### src/rtl/bp_pkg.sv
// Shared types for the branch-prediction update path: queue entry and the
// registered gshare update bundle.
package bp_pkg;

  localparam int GHR_BITS = 10;

  typedef struct packed {
    logic                valid;
    logic                resolved;
    logic                pred;
    logic                taken;
    logic [GHR_BITS-1:0] idx;
    logic [GHR_BITS-1:0] ghr;
  } bp_entry_t;

  typedef struct packed {
    logic                valid;
    logic                outcome;
    logic [GHR_BITS-1:0] idx;
    logic                mispredict;
    logic [GHR_BITS-1:0] ghr;
  } bp_update_t;

endpackage

### src/rtl/bp_update_queue.sv
// In-order queue of in-flight conditional-branch metadata; emits the gshare
// update bundle at retire and flushes everything younger on a mispredict.
module bp_update_queue #(
  parameter int GHR_BITS = bp_pkg::GHR_BITS,
  parameter int DEPTH    = 16,
  parameter int TAG_BITS = $clog2(DEPTH)
) (
  input  logic                clk,
  input  logic                rst,
  input  logic                alloc_valid,
  output logic                alloc_ready,
  input  logic [GHR_BITS-1:0] alloc_idx,
  input  logic [GHR_BITS-1:0] alloc_ghr,
  input  logic                alloc_pred,
  output logic [TAG_BITS-1:0] alloc_tag,
  input  logic                resolve_valid,
  input  logic [TAG_BITS-1:0] resolve_tag,
  input  logic                resolve_taken,
  input  logic                retire_valid,
  output logic                retire_ready,
  output logic                commit_valid,
  output logic                commit_outcome,
  output logic [GHR_BITS-1:0] commit_idx,
  output logic                mispredict,
  output logic [GHR_BITS-1:0] commit_ghr,
  output logic [TAG_BITS:0]   count,
  output logic [31:0]         perf_branches,
  output logic [31:0]         perf_mispredicts
);
  import bp_pkg::*;

  bp_entry_t           ent_q [DEPTH];
  bp_entry_t           ent_d [DEPTH];
  logic [TAG_BITS-1:0] head_q, head_d, tail_q, tail_d;
  logic [TAG_BITS:0]   count_q, count_d;
  bp_update_t          upd_q, upd_d;
  logic [31:0]         perf_br_q, perf_mp_q;

  bp_entry_t head_e;
  logic      head_bypass, do_retire, do_alloc, outcome, mp;

  assign head_e      = ent_q[head_q];
  assign head_bypass = resolve_valid && (resolve_tag == head_q);
  assign alloc_ready = (count_q != (TAG_BITS+1)'(DEPTH));
  assign alloc_tag   = tail_q;
  // A mispredict on the update bus occupies the gshare write port this cycle.
  assign retire_ready = head_e.valid && (head_e.resolved || head_bypass) && !upd_q.mispredict;
  assign do_retire   = retire_valid && retire_ready;
  assign do_alloc    = alloc_valid && alloc_ready;
  assign outcome     = head_e.resolved ? head_e.taken : resolve_taken;
  assign mp          = (outcome != head_e.pred);

  always_comb begin
    ent_d  = ent_q;
    head_d = head_q;
    tail_d = tail_q;
    count_d = count_q;
    upd_d  = upd_q;
    upd_d.valid      = 1'b0;
    upd_d.mispredict = 1'b0;

    if (resolve_valid && ent_q[resolve_tag].valid) begin
      ent_d[resolve_tag].resolved = 1'b1;
      ent_d[resolve_tag].taken    = resolve_taken;
    end

    if (do_retire) begin
      upd_d.valid      = 1'b1;
      upd_d.outcome    = outcome;
      upd_d.idx        = head_e.idx;
      upd_d.mispredict = mp;
      upd_d.ghr        = {head_e.ghr[GHR_BITS-2:0], outcome};
    end

    if (do_retire && mp) begin
      // Fetch is redirected, so any same-cycle alloc is dropped as well.
      for (int i = 0; i < DEPTH; i++) begin
        ent_d[i].valid    = 1'b0;
        ent_d[i].resolved = 1'b0;
      end
      head_d  = '0;
      tail_d  = '0;
      count_d = '0;
    end else begin
      if (do_retire) begin
        ent_d[head_q].valid    = 1'b0;
        ent_d[head_q].resolved = 1'b0;
        head_d = head_q + 1'b1;
      end
      if (do_alloc) begin
        ent_d[tail_q].valid    = 1'b1;
        ent_d[tail_q].resolved = 1'b0;
        ent_d[tail_q].pred     = alloc_pred;
        ent_d[tail_q].taken    = 1'b0;
        ent_d[tail_q].idx      = alloc_idx;
        ent_d[tail_q].ghr      = alloc_ghr;
        tail_d = tail_q + 1'b1;
      end
      case ({do_alloc, do_retire})
        2'b10:   count_d = count_q + 1'b1;
        2'b01:   count_d = count_q - 1'b1;
        default: count_d = count_q;
      endcase
    end
  end

  always_ff @(posedge clk or negedge rst) begin
    if (!rst) begin
      for (int i = 0; i < DEPTH; i++) ent_q[i] <= '0;
      head_q  <= '0;
      tail_q  <= '0;
      count_q <= '0;
      upd_q   <= '0;
    end else begin
      ent_q   <= ent_d;
      head_q  <= head_d;
      tail_q  <= tail_d;
      count_q <= count_d;
      upd_q   <= upd_d;
    end
  end

  always_ff @(posedge clk or negedge rst) begin
    if (!rst) perf_br_q <= '0;
    else if (do_retire && (perf_br_q != 32'hFFFF_FFFF)) perf_br_q <= perf_br_q + 32'd1;
  end

  always_ff @(posedge clk or negedge rst) begin
    if (!rst) perf_mp_q <= '0;
    else if (do_retire && mp && (perf_mp_q != 32'hFFFF_FFFF)) perf_mp_q <= perf_mp_q + 32'd1;
  end

  assign commit_valid     = upd_q.valid;
  assign commit_outcome   = upd_q.outcome;
  assign commit_idx       = upd_q.idx;
  assign mispredict       = upd_q.mispredict;
  assign commit_ghr       = upd_q.ghr;
  assign count            = count_q;
  assign perf_branches    = perf_br_q;
  assign perf_mispredicts = perf_mp_q;

endmodule

### config.mk
export PLATFORM = sky130hd
export DESIGN_NAME = bp_update_queue
export DESIGN_NICKNAME = d
export VERILOG_FILES = /design/src/rtl/bp_pkg.sv /design/src/rtl/bp_update_queue.sv
export SDC_FILE = /design/constraint.sdc
export NUM_CORES = 1
export LEC_CHECK = 0
export BUFFER_PORTS_ARGS = -buffer_cell sky130_fd_sc_hd__buf_2
export CAP_MARGIN = 20
export CORE_ASPECT_RATIO = 2
export CORE_UTILIZATION = 50
export CTS_CLUSTER_DIAMETER = 200
export CTS_CLUSTER_SIZE = 8
export DETAILED_ROUTE_END_ITERATION = 10
export PLACE_DENSITY = 0.67
export SYNTH_ARGS = -nofsm -noshare
export SYNTH_HDL_FRONTEND = slang
export SYNTH_SLANG_ARGS = --single-unit
### constraint.sdc
create_clock -name clk -period 6.35 [get_ports clk]
set_clock_uncertainty 0.2 [all_clocks]
set_input_delay 0.9525 -clock clk [delete_from_list [all_inputs] [get_ports clk]]
set_output_delay 0.9525 -clock clk [all_outputs]
set_load 0.005 [all_outputs]
== After elaboration in Yosys (flattened, before gate mapping) ==
Cells that the tools add are included.

* Logic and storage cells: 225
* Output and inout bits: 98
* Bits in read-only memories: 0
* Memories: 0
* Bits in writable memories: 0
* Flip-flop bits (word level): 484
* Input bits: 31
* Bits in latches: 0

* Reduce and logical (&&, ||, !) cells: 17
* Add/sub/neg operators: 6
* Muxes and demuxes: 80
* Div/mod/pow operators: 0
* Equal/unequal tests: 7
* $mul: 0
* Shift-type cells: 0
* Magnitude comparators: 6
* Bitwise logic cells: 3

{| class="wikitable"
|+ Operators by type and width
! operator !! count
|-
| $bwmux 384 || 10
|-
| $mux 384 || 4
|-
| $demux 24 s4 || 10
|-
| $mux 22 || 17
|-
| $bmux 24 s4 || 2
|-
| $mux 24 || 6
|-
| $mux 23 || 4
|-
| $add 32x1->32 const B || 2
|-
| $ne 32x32->1 const B || 2
|-
| $mux 21 || 2
|-
| $mux 2 || 16
|-
| $mux 20 || 1
|-
| $mux 4 || 4
|-
| $ge 5x5->1 const B || 3
|-
| $lt 5x1->1 const B || 3
|-
| $not 4->5 || 3
|-
| $logic_and 1x1->1 || 12
|-
| $mux 10 || 1
|-
| $pmux 5 s2 || 1
|-
| $add 4x1->4 const B || 2
|-
| $add 5x1->5 const B || 1
|-
| $mux 5 || 1
|-
| $ne 5x5->1 const B || 1
|-
| $sub 5x1->5 const B || 1
|-
| other kinds (9) || 10
|}

== Depth between registers and ports, before layout ==
Gate-level depths: netlist (run 1).

* Depth in word-level cells: 20
* Depth in mapped cells: 19
* Mapped depth without buffers: 16

== Worst setup path after synthesis (run 1) ==
Ideal clock, no wire load.

* Path type: input-to-reg
* From: input port resolve_tag[2]
* To: register count_q[4] (netlist: count[4])
* Setup time: 120 ps
* Data arrival time: 3669 ps
* Required time: 6030 ps
* Buffers on the path: 2
* Stages: 18
* Slack: 2361 ps
* Cell sequence: clkbuf_1 > xor2_1 > nor3_1 > nand3_1 > o21ai_2 > nand4_2 > clkinv_2 > clkbuf_1 > ha_1 > inv_1 > fa_1 > inv_1 > a21o_1 > a21oi_1 > xnor2_1 > nor2_1 > xnor2_1 > nor2_1

* Longest elaborated chain between the ends: 9
* Elaborated cells on any way between the ends: 12
* Those cells by class: eq/ne: 3; mux: 2; reduce/logical: 7

{| class="wikitable"
|+ Ends and longest elaborated chain
! element !! RTL line !! source
|-
| start, declared || bp_update_queue.sv:17 || <nowiki>input logic [TAG_BITS-1:0] resolve_tag,</nowiki>
|-
| $eq 4x4->1 * || bp_update_queue.sv:43 || <nowiki>assign head_bypass = resolve_valid && (resolve_tag == head_q);</nowiki>
|-
| $logic_and 1x1->1 * || bp_update_queue.sv:43 ||
|-
| $logic_or 1x1->1 * || bp_update_queue.sv:47 || <nowiki>assign retire_ready = head_e.valid && (head_e.resolved || head_bypass) && !upd_q.mispredict;</nowiki>
|-
| $logic_and 1x1->1 * (2 in a row) || bp_update_queue.sv:47 ||
|-
| $logic_and 1x1->1 * || bp_update_queue.sv:48 || <nowiki>assign do_retire = retire_valid && retire_ready;</nowiki>
|-
| named net do_retire || bp_update_queue.sv:40 || <nowiki>logic head_bypass, do_retire, do_alloc, outcome, mp;</nowiki>
|-
| $eq 2x1->1 or $eq 2x2->1 (tied branches) || bp_update_queue.sv:99 || <nowiki>case ({do_alloc, do_retire})</nowiki>
|-
| $pmux 5 s2 || bp_update_queue.sv:99 ||
|-
| $mux 5 || bp_update_queue.sv:75 || <nowiki>if (do_retire && mp) begin</nowiki>
|-
| end signal, assigned || bp_update_queue.sv:118 || <nowiki>count_q <= count_d;</nowiki>
|-
| end, declared || bp_update_queue.sv:35 || <nowiki>logic [TAG_BITS:0] count_q, count_d;</nowiki>
|}

Mark *: on every way through the listed nets, which the timed path passes. The rest lies on a longest branch.
A chain may end at the register's enable or synchronous reset.

== Worst setup path in the final report (run 1) ==
* From: register head_q[0]
* To: register ent_q[368] in the netlist's numbering

* Longest elaborated chain between the ends: 18
* Elaborated cells on any way between the ends: 27
* Those cells by class: eq/ne: 2; mux: 18; bitwise: 1; reduce/logical: 6

{| class="wikitable"
|+ Ends and longest elaborated chain
! element !! RTL line !! source
|-
| start, declared || bp_update_queue.sv:34 || <nowiki>logic [TAG_BITS-1:0] head_q, head_d, tail_q, tail_d;</nowiki>
|-
| start signal, assigned || bp_update_queue.sv:110 || <nowiki>head_q <= '0;</nowiki>
|-
| start signal, assigned || bp_update_queue.sv:116 || <nowiki>head_q <= head_d;</nowiki>
|-
| $not 4->5 (not written as such) || bp_update_queue.sv:42, bp_update_queue.sv:86, bp_update_queue.sv:87 ||
|-
| $bmux 24 s4 || bp_update_queue.sv:42 || <nowiki>assign head_e = ent_q[head_q];</nowiki>
|-
| $mux 24 (not written as such) (2 in a row) || bp_update_queue.sv:42 ||
|-
| $logic_or 1x1->1 || bp_update_queue.sv:47 ||
|-
| $logic_and 1x1->1 (2 in a row) || bp_update_queue.sv:47 ||
|-
| $logic_and 1x1->1 || bp_update_queue.sv:48 ||
|-
| $mux 384 || bp_update_queue.sv:85 || <nowiki>if (do_retire) begin</nowiki>
|-
| $mux 384 || bp_update_queue.sv:75 ||
|-
| $bwmux 384 || bp_update_queue.sv:91 || <nowiki>ent_d[tail_q].valid = 1'b1;</nowiki>
|-
| $bwmux 384 || bp_update_queue.sv:92 || <nowiki>ent_d[tail_q].resolved = 1'b0;</nowiki>
|-
| $bwmux 384 || bp_update_queue.sv:93 || <nowiki>ent_d[tail_q].pred = alloc_pred;</nowiki>
|-
| $bwmux 384 || bp_update_queue.sv:94 || <nowiki>ent_d[tail_q].taken = 1'b0;</nowiki>
|-
| $bwmux 384 || bp_update_queue.sv:95 || <nowiki>ent_d[tail_q].idx = alloc_idx;</nowiki>
|-
| $bwmux 384 || bp_update_queue.sv:96 || <nowiki>ent_d[tail_q].ghr = alloc_ghr;</nowiki>
|-
| $mux 384 || bp_update_queue.sv:90 || <nowiki>if (do_alloc) begin</nowiki>
|-
| $mux 22 * || bp_update_queue.sv:75 ||
|-
| end signal, assigned || bp_update_queue.sv:115 || <nowiki>ent_q <= ent_d;</nowiki>
|-
| end, declared || bp_update_queue.sv:32 || <nowiki>bp_entry_t ent_q [DEPTH];</nowiki>
|}

Every way passes the cells marked *; elsewhere a longest branch is shown, timed or not. The select of a mux whose other input is x is not followed.

==> results by group, run 1 <==
Synthesis
  – Largest cells by area after synthesis: dfrtp_1 (50%), mux2_4 (17%), mux4_2 (11%), mux2_2 (2.6%), buf_6 (2.4%)
  – Top-count cell post-synth: dfrtp_1
  – Post-synth top area cell: dfrtp_1
  – Most used DFF post-synth: dfrtp_1
  – Asr flop ratio synth: 1.00
  – Synth cell count leaders: dfrtp_1 (467), mux2_4 (270), mux4_2 (113)
  – Net Count, Synth: 1618
  – Synth Warn #: 0
  – Cells after Synth: 1572
  – EDFF count, synth: 0
  – Mean Syn Cell Area: 14.8 um2
  – Post-Syn Area: 23200 um2
  – Synth top area share: 0.503
  – Seq/Total Area, Yosys: 0.503
  – Distinct cells, synth: 52
  – Synth Register Bits: 467

Route
  – Average wire per standard cell: 25.4 um
  – Met3 wire len: 2320 um
  – Post-DR vias/cell: 6.02
  – Met2 Wirelength: 29800 um
  – Final wirelength: 56600 um
  – Top sig layer: met5
  – Detailed Route Iter0 Violations: 694
  – Post-DRT Antenna Nets: 0
  – # DRC: 0
  – TritonRoute pass-1 iters: 5
  – Via count: 13434
  – Met1 WL: 22200 um

GRT
  – First-pass GRT wire length: 89400 um
  – Total grt overflow: 0
  – Initial antenna violation count: 4
  – Vias in the first global route: 15000
  – Total GRT Usage: 0.251
  – Pin count of the biggest net entering global routing: 123

STA
  – Tmin final: 4790 ps
  – Slew @ Worst Pin: 1150 ps
  – Final setup fails: 0
  – Setup TNS: 0 ps
  – RSZ-0062 raised after global routing: no
  – Slew Viols, Final: 0
  – Crit share post-route: 0.754
  – Max-Slew Margin vs Limit: 0.236
  – Final hold vios: 0
  – Max Clock Freq: 209 MHz

Critical path
  – Critical path origin: head_q[0]
  – Crit-path max FO: 48
  – Crit Path Category: flip-flop to flip-flop
  – Worst EP arrival: 5040 ps
  – Reg2reg setup slack: 1560 ps
  – CP max stage cell: dfrtp_4
  – CP cell instances: mux4_2 > a22o_1 > a221oi_2 > nand3_1 > nand3b_4 > and2_2 > buf_4 > mux2_4
  – Reg2reg end: ent_q[368]
  – Reg-to-Reg Start: head_q[0]
  – CP endpoint: ent_q[368]
  – R2R depth: 8
  – Startpoint types: flip-flop
  – Req. time, crit path: 6600 ps
  – Crit end category: flip-flop
  – Slowest stage delay, CP: 1010 ps

Placement
  – PortBufs: 127
  – Final GP Congestion: 0.894
  – Hpwl dp: 34000 um

Cells and area
  – # fillers: 3648
  – Sequential cell area: 11700 um2
  – Antenna diode count: 0
  – # nets final: 1703
  – Multi-input combinational cell area: 10500 um2
  – Area growth syn-to-layout: 10.7%
  – Util after Layout: 0.561
  – Layout cells sized above 1: 0.418

CTS
  – Post-CTS Resized: 0
  – CTS buffer count: 68
  – Clock Latency Late Sink: 580 ps
  – Hold-fix buffers at CTS: 0
  – CTS root buffer: clkbuf_16
  – TritonCTS clock tree: done
  – Clock Tree Buf Depth: 3
  – H-tree depth: 3
  – # clock sinks: 467
  – Clock transition at the registers of the reported paths: 50 ps
  – Post-CTS setup buffer count: 0

Flow run
  – MaxCap Viol Count: 0

Floorplanning
  – Die Width: 154 um
  – IO Pins: 129
  – Die area: 47300 um2
  – Core Box Area: 45800 um2
  – Row cnt: 111
  – Die extent in y: 307 um
  – Initial Util: 0.506

Power and ir drop
  – Leakage: 0.0119 uW
  – Power Density: 507 nW/um2
  – Worst vdd ir: 0.000201 V

Outcome
  – Status: completed

Worst hold path
  – Hold Path Class: input port to asynchronous set/reset pin
-- power by group --
group	switching (uW)	internal, uW	leakage (uW)
Clock	1290	1950	0.000891
Combinational	1840	2830	0.00506
Sequential	936	4190	0.00596
Total	4060	8970	0.0119
-- layout by cell type (no fill, tap or decap), types with 3 or more instances in the layout --
cell type  count
nor3_1        35
nand2b_1       3
dfrtp_1      463
a31oi_1        9
and3_1        19
nor2_1        57
clkbuf_1       3
and2_1         6
xnor2_1       30
mux2_2        53
buf_2        126
buf_4         18
mux2_4       270
o21bai_1      16
nand2_1       62
nor3b_1        4
inv_6          4
mux4_2       113
a22oi_1        3
nand3_1       42
ha_1          14
mux2i_1       18
clkbuf_16     70
nand4_1       25
xor2_1        44
nor4_2         8
o21ai_0        5
a21o_1         3
nor2b_1        4
mux2_1        18
and2_2        14
a21oi_1       36
nor4_1         6
inv_1         32
-- through the flow --
| step | setup slack (ps) | total power, uW | cells | hold slack, ps | area, um2 |
|---|---|---|---|---|---|
| floorplan | 2360 | 8620 | 1572 | 253 | 23200 |
| global placement | 1630 | 9640 | 2152 | 263 | 23900 |
| detailed placement | 1590 | 9820 | 2152 | 273 | 23900 |
| CTS | 1570 | 13100 | 2231 | 282 | 25700 |
| global route | 1370 | 13700 | 2231 | 294 | 25700 |
| finish | 1560 | 13000 | 2231 | 260 | 25700 |
-- worst max-delay path: cells and delay by family, from the launching register on --
kind            cells  cell delay, ps
compound gates      2             560
buf+inv             1             390
mux                 2             920
simple gates        3            1510
flops               1            1010
-- cell families after synthesis --
logic type	count (synthesis)	synth area share
buffers and inverters	166	0.0445
muxes	472	0.326
AOI/OAI and AO/OA	82	0.0222
DFF	467	0.503
adders and majority gates	15	0.00841
xor gates and xnor gates	74	0.0279
and+or+nand+nor	296	0.0672
-- cell type report --
| type | count | area share |
|---|---|---|
| clock buffer | 73 | 0.0686 |
| clock inverter | 6 | 0.00229 |
| inverter | 34 | 0.00502 |
| multi-input combinational | 939 | 0.409 |
| sequential | 467 | 0.455 |
| tap | 565 | 0.0275 |
| timing repair buffer | 147 | 0.0320 |
-- flip-flops by register name (all words and copies together), names as in the netlist --
| signal | flops |
|---|---|
| ent_q | 368 |
| perf_branches | 32 |
| perf_mispredicts | 32 |
| commit_ghr | 10 |
| commit_idx | 10 |
| count | 5 |
| alloc_tag | 4 |
| head_q | 4 |
| commit_valid | 1 |
| mispredict | 1 |
-- layer usage --
| layer | global-route usage | vias to the layer above |
|---|---|---|
| met5 | 0 | - |
| met4 | 0.115 | 4 |
| met3 | 0.0414 | 132 |
| met2 | 0.443 | 415 |
| met1 | 0.298 | 7101 |
| li1 | - | 5782 |
-- how the worst min path moves through the flow --
stage,depth (start not counted),startpoint,to,slack (ps)
3_3_place_gp,1,ent_q[48],ent_q[48],260
4_1_cts,1,perf_branches[20],perf_branches[20],280
6_report,1,rst,mispredict,260
2_1_floorplan,1,ent_q[48],ent_q[48],250
3_5_place_dp,1,perf_branches[20],perf_branches[20],270
5_1_grt,1,perf_branches[20],perf_branches[20],290
Note: power is estimated with default switching activity, not from simulation.
==> run 2: changes to the inputs <==
Settings changed: ABC_AREA set to 1.
Clock period 6.35 ns to 4.5 ns, I/O delays scaled along.
==> run 2 against run 1 <==
Final area up 7.0%. Largest power group is now combinational cells. Synthesized cell count increased by 110%. Core utilization increased by 0.64 points. Sequential power rose by 34%. Clock power is 41% higher. Worst setup slack lost 1200 ps. Worst hold slack improved by 3.3 ps. Total power up 47%. Maximum frequency grew 15%. Die area rose by 5.9%. Highest routed layer is now met4.
==> results by group, run 2 <==
Cells and area
  – Layout cells sized above 1: 0.0957 (was 0.418)
  – Largest register FFs: 368 (unchanged)
  – Area growth syn-to-layout: 11.8% (was 10.7%)
  – Commonest cells after routing, fill and taps aside: nand2_1 (1228), dfrtp_1 (465), nand3_1 (433) (was dfrtp_1 (463), mux2_4 (270), buf_2 (126))
  – Util after Layout: 0.567 (was 0.561)
  – # nets final: 3424 (was 1703)
  – Most common cell after layout, fill and taps aside: nand2_1 (was dfrtp_1)
  – Largest Register: ent_q (unchanged)

GRT
  – First-pass GRT wire length: 134000 um (was 89400 um)
  – Total GRT Usage: 0.349 (was 0.251)
  – Initial antenna violation count: 6 (was 4)
  – Vias in the first global route: 23488 (was 15000)
  – Pin count of the biggest net entering global routing: 125 (was 123)
  – Total grt overflow: 0 (unchanged)

Floorplanning
  – Row cnt: 114 (was 111)
  – Die Width: 159 um (was 154 um)
  – IO Pins: 129 (unchanged)
  – Die extent in y: 316 um (was 307 um)
  – Die area: 50100 um2 (was 47300 um2)
  – Initial Util: 0.507 (was 0.506)
  – Core Box Area: 48500 um2 (was 45800 um2)

STA
  – Final setup fails: 0 (unchanged)
  – Setup TNS: 0 ps (unchanged)
  – Crit share post-route: 0.922 (was 0.754)
  – Slew @ Worst Pin: 967 ps (was 1150 ps)
  – Max Clock Freq: 241 MHz (was 209 MHz)
  – RSZ-0062 raised after global routing: no (unchanged)
  – Max-Slew Margin vs Limit: 0.355 (was 0.236)
  – Slew Viols, Final: 0 (unchanged)
  – Final hold vios: 0 (unchanged)
  – WHS: 263 ps (was 260 ps)
  – Tmin final: 4150 ps (was 4790 ps)

Critical path
  – Slowest stage delay, CP: 640 ps (was 1010 ps)
  – Reg2reg setup slack: 350 ps (was 1560 ps)
  – Worst EP arrival: 4480 ps (was 5040 ps)
  – CP max stage cell: dfrtp_4 (unchanged)
  – Req. time, crit path: 4830 ps (was 6600 ps)
  – CP dominant cell by count: nand2_1
  – Reg-to-Reg Start: head_q[0] (unchanged)
  – Crit Path Category: flip-flop to flip-flop (unchanged)
  – Crit-path max FO: 56 (was 48)
  – Crit end category: flip-flop (unchanged)
  – Startpoint types: flip-flop (unchanged)
  – CP cell instances: inv_8 > nand2_1 > nand3_1 > nand2_1 > nand2_1 > nand3_1 > nor2_4 > nand3_2 > inv_4 > ha_1 > inv_1 > fa_1 > o21ai_0 > o21bai_1 > a21oi_1 > xor2_1 > nand2_1 > inv_1 (was mux4_2 > a22o_1 > a221oi_2 > nand3_1 > nand3b_4 > and2_2 > buf_4 > mux2_4)
  – Reg2reg end: count[4] (was ent_q[368])
  – R2R depth: 18 (was 8)

Route
  – Detailed Route Iter0 Violations: 2251 (was 694)
  – Final wirelength: 86200 um (was 56600 um)
  – Via count: 23598 (was 13434)
  – Post-DRT Antenna Nets: 0 (unchanged)
  – TritonRoute pass-1 iters: 7 (was 5)
  – # DRC: 0 (unchanged)
  – Post-DR vias/cell: 5.86 (was 6.02)
  – Average wire per standard cell: 21.4 um (was 25.4 um)

Worst hold path
  – Hold Path Class: flip-flop to flip-flop (was input port to asynchronous set/reset pin)
  – Hold EP: ent_q[250]
  – Worst hold path depth: 2
  – HP Start: ent_q[250]

Power and ir drop
  – Register share of total power: 0.359 (was 0.393)
  – Leakage: 0.0142 uW (was 0.0119 uW)
  – Share of power burned in combinational logic: 0.403 (was 0.359)
  – Power Density: 695 nW/um2 (was 507 nW/um2)
  – Clk pwr share: 0.238 (was 0.248)
  – Switch Pwr: 8120 uW (was 4060 uW)
  – Int Pwr: 11000 uW (was 8970 uW)
  – Final Power: 19100 uW (was 13000 uW)
  – Worst vdd ir: 0.000455 V (was 0.000201 V)
  – Net Sw Frac: 0.425 (was 0.312)

Synthesis
  – Cells after Synth: 3343 (was 1572)
  – Synth cell count leaders: nand2_1 (1228), dfrtp_1 (467), nand3_1 (433) (was dfrtp_1 (467), mux2_4 (270), mux4_2 (113))
  – Asr flop ratio synth: 1.00 (unchanged)
  – EDFF count, synth: 0 (unchanged)
  – Top-count cell post-synth: nand2_1 (was dfrtp_1)
  – Distinct cells, synth: 35 (was 52)
  – Largest cells by area after synthesis: dfrtp_1 (48%), nand2_1 (19%), nand3_1 (8.8%), o21ai_0 (5.4%), nor2_1 (3.9%) (was dfrtp_1 (50%), mux2_4 (17%), mux4_2 (11%), mux2_2 (2.6%), buf_6 (2.4%))
  – Synth Warn #: 0 (unchanged)
  – Post-Syn Area: 24600 um2 (was 23200 um2)
  – Post-synth top area cell: dfrtp_1 (unchanged)
  – Seq/Total Area, Yosys: 0.475 (was 0.503)
  – Mean Syn Cell Area: 7.36 um2 (was 14.8 um2)
  – Synth top area share: 0.475 (was 0.503)
  – Synth Register Bits: 467 (unchanged)
  – Net Count, Synth: 3389 (was 1618)
  – Most used DFF post-synth: dfrtp_1 (unchanged)

CTS
  – Clock Latency Late Sink: 600 ps (was 580 ps)
  – Clock Tree Buf Depth: 3 (unchanged)
  – CTS buffer count: 68 (unchanged)
  – # clock sinks: 467 (unchanged)
  – Clock transition at the registers of the reported paths: 50 ps (about the same)
  – TritonCTS clock tree: done (unchanged)
  – CTS root buffer: clkbuf_16 (unchanged)
  – H-tree depth: 3 (unchanged)

Outcome
  – Status: completed (unchanged)

Placement
  – PortBufs: 127 (unchanged)
  – Hpwl dp: 56600 um (was 34000 um)
  – Final GP Congestion: 0.962 (was 0.894)

Flow run
  – MaxCap Viol Count: 0 (unchanged)
[run 2: kinds of logic after synthesis]
kind of cell | after synthesis | synth area share
simple gates | 2003 | 0.336
buf+inv | 392 | 0.0702
flops | 467 | 0.475
fa+ha+maj | 15 | 0.00794
xor+xnor | 65 | 0.0232
compound gates | 401 | 0.0871
[run 2: stage by stage]
step / area (um2) / instances / setup slack, ps
final: 27500 / 4028 / 352
after global routing: 27500 / 4028 / 17.9
after CTS: 27500 / 4022 / 353
after detailed placement: 25700 / 3945 / 379
after global placement: 25700 / 3945 / 524
after floorplan: 24600 / 3343 / 1410
[run 2: routing by layer]
| metal | part of all wire | GRT usage | vias up |
|---|---|---|---|
| li1 | - | - | 10862 |
| met1 | 0.35 | 0.385 | 11265 |
| met2 | 0.50 | 0.604 | 1131 |
| met3 | 0.066 | 0.0436 | 340 |
| met4 | 0.081 | 0.283 | 0 |
| met5 | 0 | 0 | - |
[run 2: power by group through the flow]
stage	sequential, uW	clock [uW]	combinational (uW)
finish	6850	4550	7690
global route	7050	4760	8560
CTS	6830	4610	7590
detailed placement	6880	0	7550
global placement	6820	0	7370
floorplan	6590	0	5230
[run 2: critical path: cells and delay by family (launching register included)]
family | cells | cell delay, ps
fa+ha+maj | 2 | 720
compound gates | 3 | 560
xor+xnor | 1 | 200
flops | 1 | 640
buf+inv | 4 | 760
simple gates | 8 | 970
[run 2: how the worst max path moves through the flow]
stage	endpoint	startpoint	cells past startpoint	slack [ps]
after floorplan	count[4]	head_q[0]	19	1410
after global placement	count[4]	head_q[0]	18	520
after detailed placement	count[4]	head_q[0]	18	380
after CTS	count[4]	head_q[0]	18	350
after global routing	count[4]	head_q[0]	18	20
final	count[4]	head_q[0]	18	350
[run 2: layout make-up]
type / count / area, um2
antenna: 6 / 15.0
clock buffer: 70 / 1730
clock inverter: 6 / 66.3
fill: 4636 / 21000
inverter: 139 / 532
multi-input combinational: 2484 / 11200
sequential: 467 / 11700
tap: 638 / 798
timing repair buffer: 218 / 1440
[run 2: timing repair]
| item | CTS | global route |
|---|---|---|
| hold endpoints to repair | 35 | 0 |
| resized for setup | 0 | 1 |
| hold buffers | 1 | 0 |
| buffers inserted | 0 | 0 |
| endpoints found under the setup margin | 0 | 1 |
==> run 3: changes to the inputs <==
Settings changed: PLACE_DENSITY 0.67 to 0.65.
==> run 3 against run 2 <==
Via count is essentially flat. Maximum frequency grew 2.4%. Global-route usage shrank 0.30 points. Clock power grew 2%. Critical path type unchanged. Highest routed layer unchanged.
==> results by group, run 3 (same netlist as run 2, synthesis figures left out) <==
CTS
  – Clock Tree Buf Depth: 3 (unchanged)
  – Post-CTS setup buffer count: 0 (unchanged)
  – CTS root buffer: clkbuf_16 (unchanged)
  – Clock Latency Late Sink: 600 ps (about the same)
  – Clock transition at the registers of the reported paths: 50 ps (about the same)
  – CTS buffer count: 68 (unchanged)
  – # clock sinks: 467 (unchanged)
  – Post-CTS Resized: 0 (unchanged)
  – TritonCTS clock tree: done (unchanged)
  – H-tree depth: 3 (unchanged)
  – Hold-fix buffers at CTS: 1 (unchanged)

Power and ir drop
  – Power Density: 698 nW/um2 (was 695 nW/um2)
  – Switch Pwr: 8130 uW (was 8120 uW)
  – Share of power burned in combinational logic: 0.402 (was 0.403)
  – Register share of total power: 0.357 (was 0.359)
  – Clk pwr share: 0.241 (was 0.238)
  – Int Pwr: 11100 uW (was 11000 uW)
  – Worst vdd ir: 0.000529 V (was 0.000455 V)
  – Leakage: 0.0142 uW (about the same)
  – Net Sw Frac: 0.423 (was 0.425)

GRT
  – Total GRT Usage: 0.346 (was 0.349)
  – Global routing usage on met1: 0.379 (was 0.385)
  – Vias in the first global route: 23321 (was 23488)
  – Pin count of the biggest net entering global routing: 116 (was 125)
  – Global route hottest layer: met2 (unchanged)
  – First-pass GRT wire length: 133000 um (was 134000 um)
  – Met3 usage: 0.0500 (was 0.0436)
  – Met2 Usage GRT: 0.600 (was 0.604)
  – Initial antenna violation count: 7 (was 6)
  – Total grt overflow: 0 (unchanged)

STA
  – Max Clock Freq: 247 MHz (was 241 MHz)
  – Setup TNS: 0 ps (unchanged)
  – Tmin final: 4050 ps (was 4150 ps)
  – Final setup fails: 0 (unchanged)
  – Slew Viols, Final: 0 (unchanged)
  – RSZ-0062 raised after global routing: no (unchanged)
  – Final hold vios: 0 (unchanged)
  – Crit share post-route: 0.900 (was 0.922)
  – Max-Slew Margin vs Limit: 0.317 (was 0.355)
  – Slew @ Worst Pin: 1020 ps (was 967 ps)

Route
  – Post-DRT Antenna Nets: 0 (unchanged)
  – Average wire per standard cell: 21.2 um (was 21.4 um)
  – # DRC: 0 (unchanged)
  – Via count: 23584 (was 23598)
  – Detailed Route Iter0 Violations: 2295 (was 2251)
  – Final wirelength: 85500 um (was 86200 um)
  – Post-DR vias/cell: 5.86 (about the same)
  – TritonRoute pass-1 iters: 6 (was 7)

Floorplanning
  – Die extent in y: 316 um (unchanged)
  – Initial Util: 0.507 (unchanged)
  – IO Pins: 129 (unchanged)
  – Core Box Area: 48500 um2 (unchanged)
  – Die area: 50100 um2 (unchanged)
  – Row cnt: 114 (unchanged)
  – Die Width: 159 um (unchanged)

Placement
  – PortBufs: 127 (unchanged)
  – Final GP Congestion: 0.986 (was 0.962)
  – Hpwl dp: 56600 um (about the same)

Critical path
  – Startpoint types: flip-flop (unchanged)
  – Crit Path Category: flip-flop to flip-flop (unchanged)
  – Crit end category: flip-flop (unchanged)
  – Req. time, crit path: 4820 ps (was 4830 ps)
  – Worst EP arrival: 4370 ps (was 4480 ps)
  – Crit-path max FO: 44 (was 56)

Cells and area
  – Area growth syn-to-layout: 12.1% (was 11.8%)
  – Layout cells sized above 1: 0.0944 (was 0.0957)
  – Util after Layout: 0.568 (was 0.567)
  – Largest register FFs: 368 (unchanged)
  – Commonest cells after routing, fill and taps aside: nand2_1 (1228), dfrtp_1 (465), nand3_1 (433) (unchanged)
  – Most common cell after layout, fill and taps aside: nand2_1 (unchanged)
  – Largest Register: ent_q (unchanged)
  – # nets final: 3420 (was 3424)

Outcome
  – Status: completed (unchanged)

Flow run
  – MaxCap Viol Count: 0 (unchanged)

Worst hold path
  – Hold Path Class: flip-flop to flip-flop (unchanged)
[run 3: cell count changes in the layout (fill, tap and decap cells not counted), sizes merged]
| cell | change |
|---|---|
| diode | +1 |
| clkbuf | +5 |
| buf | -4 |
| inv | -3 |
| clkinv | -2 |
[run 3: layer usage]
layer,vias to the layer above,wire (um)
li1,10846,-
met1,11241,30500
met2,1126,42600
met3,371,5470
met4,0,6940
met5,-,0
[run 3: path summary, 6_finish.rpt]
check | start | endpoint | slack [ps] | depth (start not counted)
worst max-delay path | head_q[0] | count[4] | 450 | 19
worst max register to register | head_q[0] | count[4] | 450 | 19
worst min-delay path | ent_q[344] | ent_q[344] | 260 | 2
min in group asynchronous | rst | count[3] | 520 | 2
max in group asynchronous | rst | ent_q[365] | 2470 | 3
worst min register to register | ent_q[344] | ent_q[344] | 260 | 2
[run 3: critical path, stage by stage, from the launching register on]
cell and delay (ps):
dfrtp_4 620, inv_6 340, nand2_1 100, nand3_1 120, nand2_1 60, nand2_1 50, nand2_1 70, nor2_1 220
nand2_1 250, nand3_2 160, inv_4 140, ha_1 330, ha_1 380, nand2_1 80, o21ai_0 260, o21bai_1 120
a21oi_1 170, xor2_1 160, nand2_1 60, inv_1 60
[run 3: area by class of cell]
type | count | area (um2)
antenna | 7 | 17.5
clock buffer | 75 | 1830
clock inverter | 1 | 7.51
fill | 4663 | 20900
inverter | 139 | 529
multi-input combinational | 2484 | 11200
sequential | 467 | 11700
tap | 638 | 798
timing repair buffer | 214 | 1460
[run 3: power groups by stage]
stage	registers, uW	clock network, uW	logic [uW]
2_1_floorplan	6590	0	5230
3_3_place_gp	6830	0	7440
3_5_place_dp	6890	0	7610
4_1_cts	6850	4700	7640
5_1_grt	7060	4880	8590
6_report	6870	4640	7730
[run 3: stage by stage]
| stage | area [um2] | cells | setup WS, ps | hold WS (ps) | total power [uW] |
|---|---|---|---|---|---|
| floorplan | 24600 | 3343 | 1410 | 179 | 11800 |
| global placement | 25700 | 3941 | 679 | 248 | 14300 |
| detailed placement | 25700 | 3941 | 572 | 253 | 14500 |
| CTS | 27500 | 4018 | 543 | 265 | 19200 |
| global route | 27600 | 4025 | 136 | 277 | 20500 |
| finish | 27600 | 4025 | 451 | 261 | 19200 |
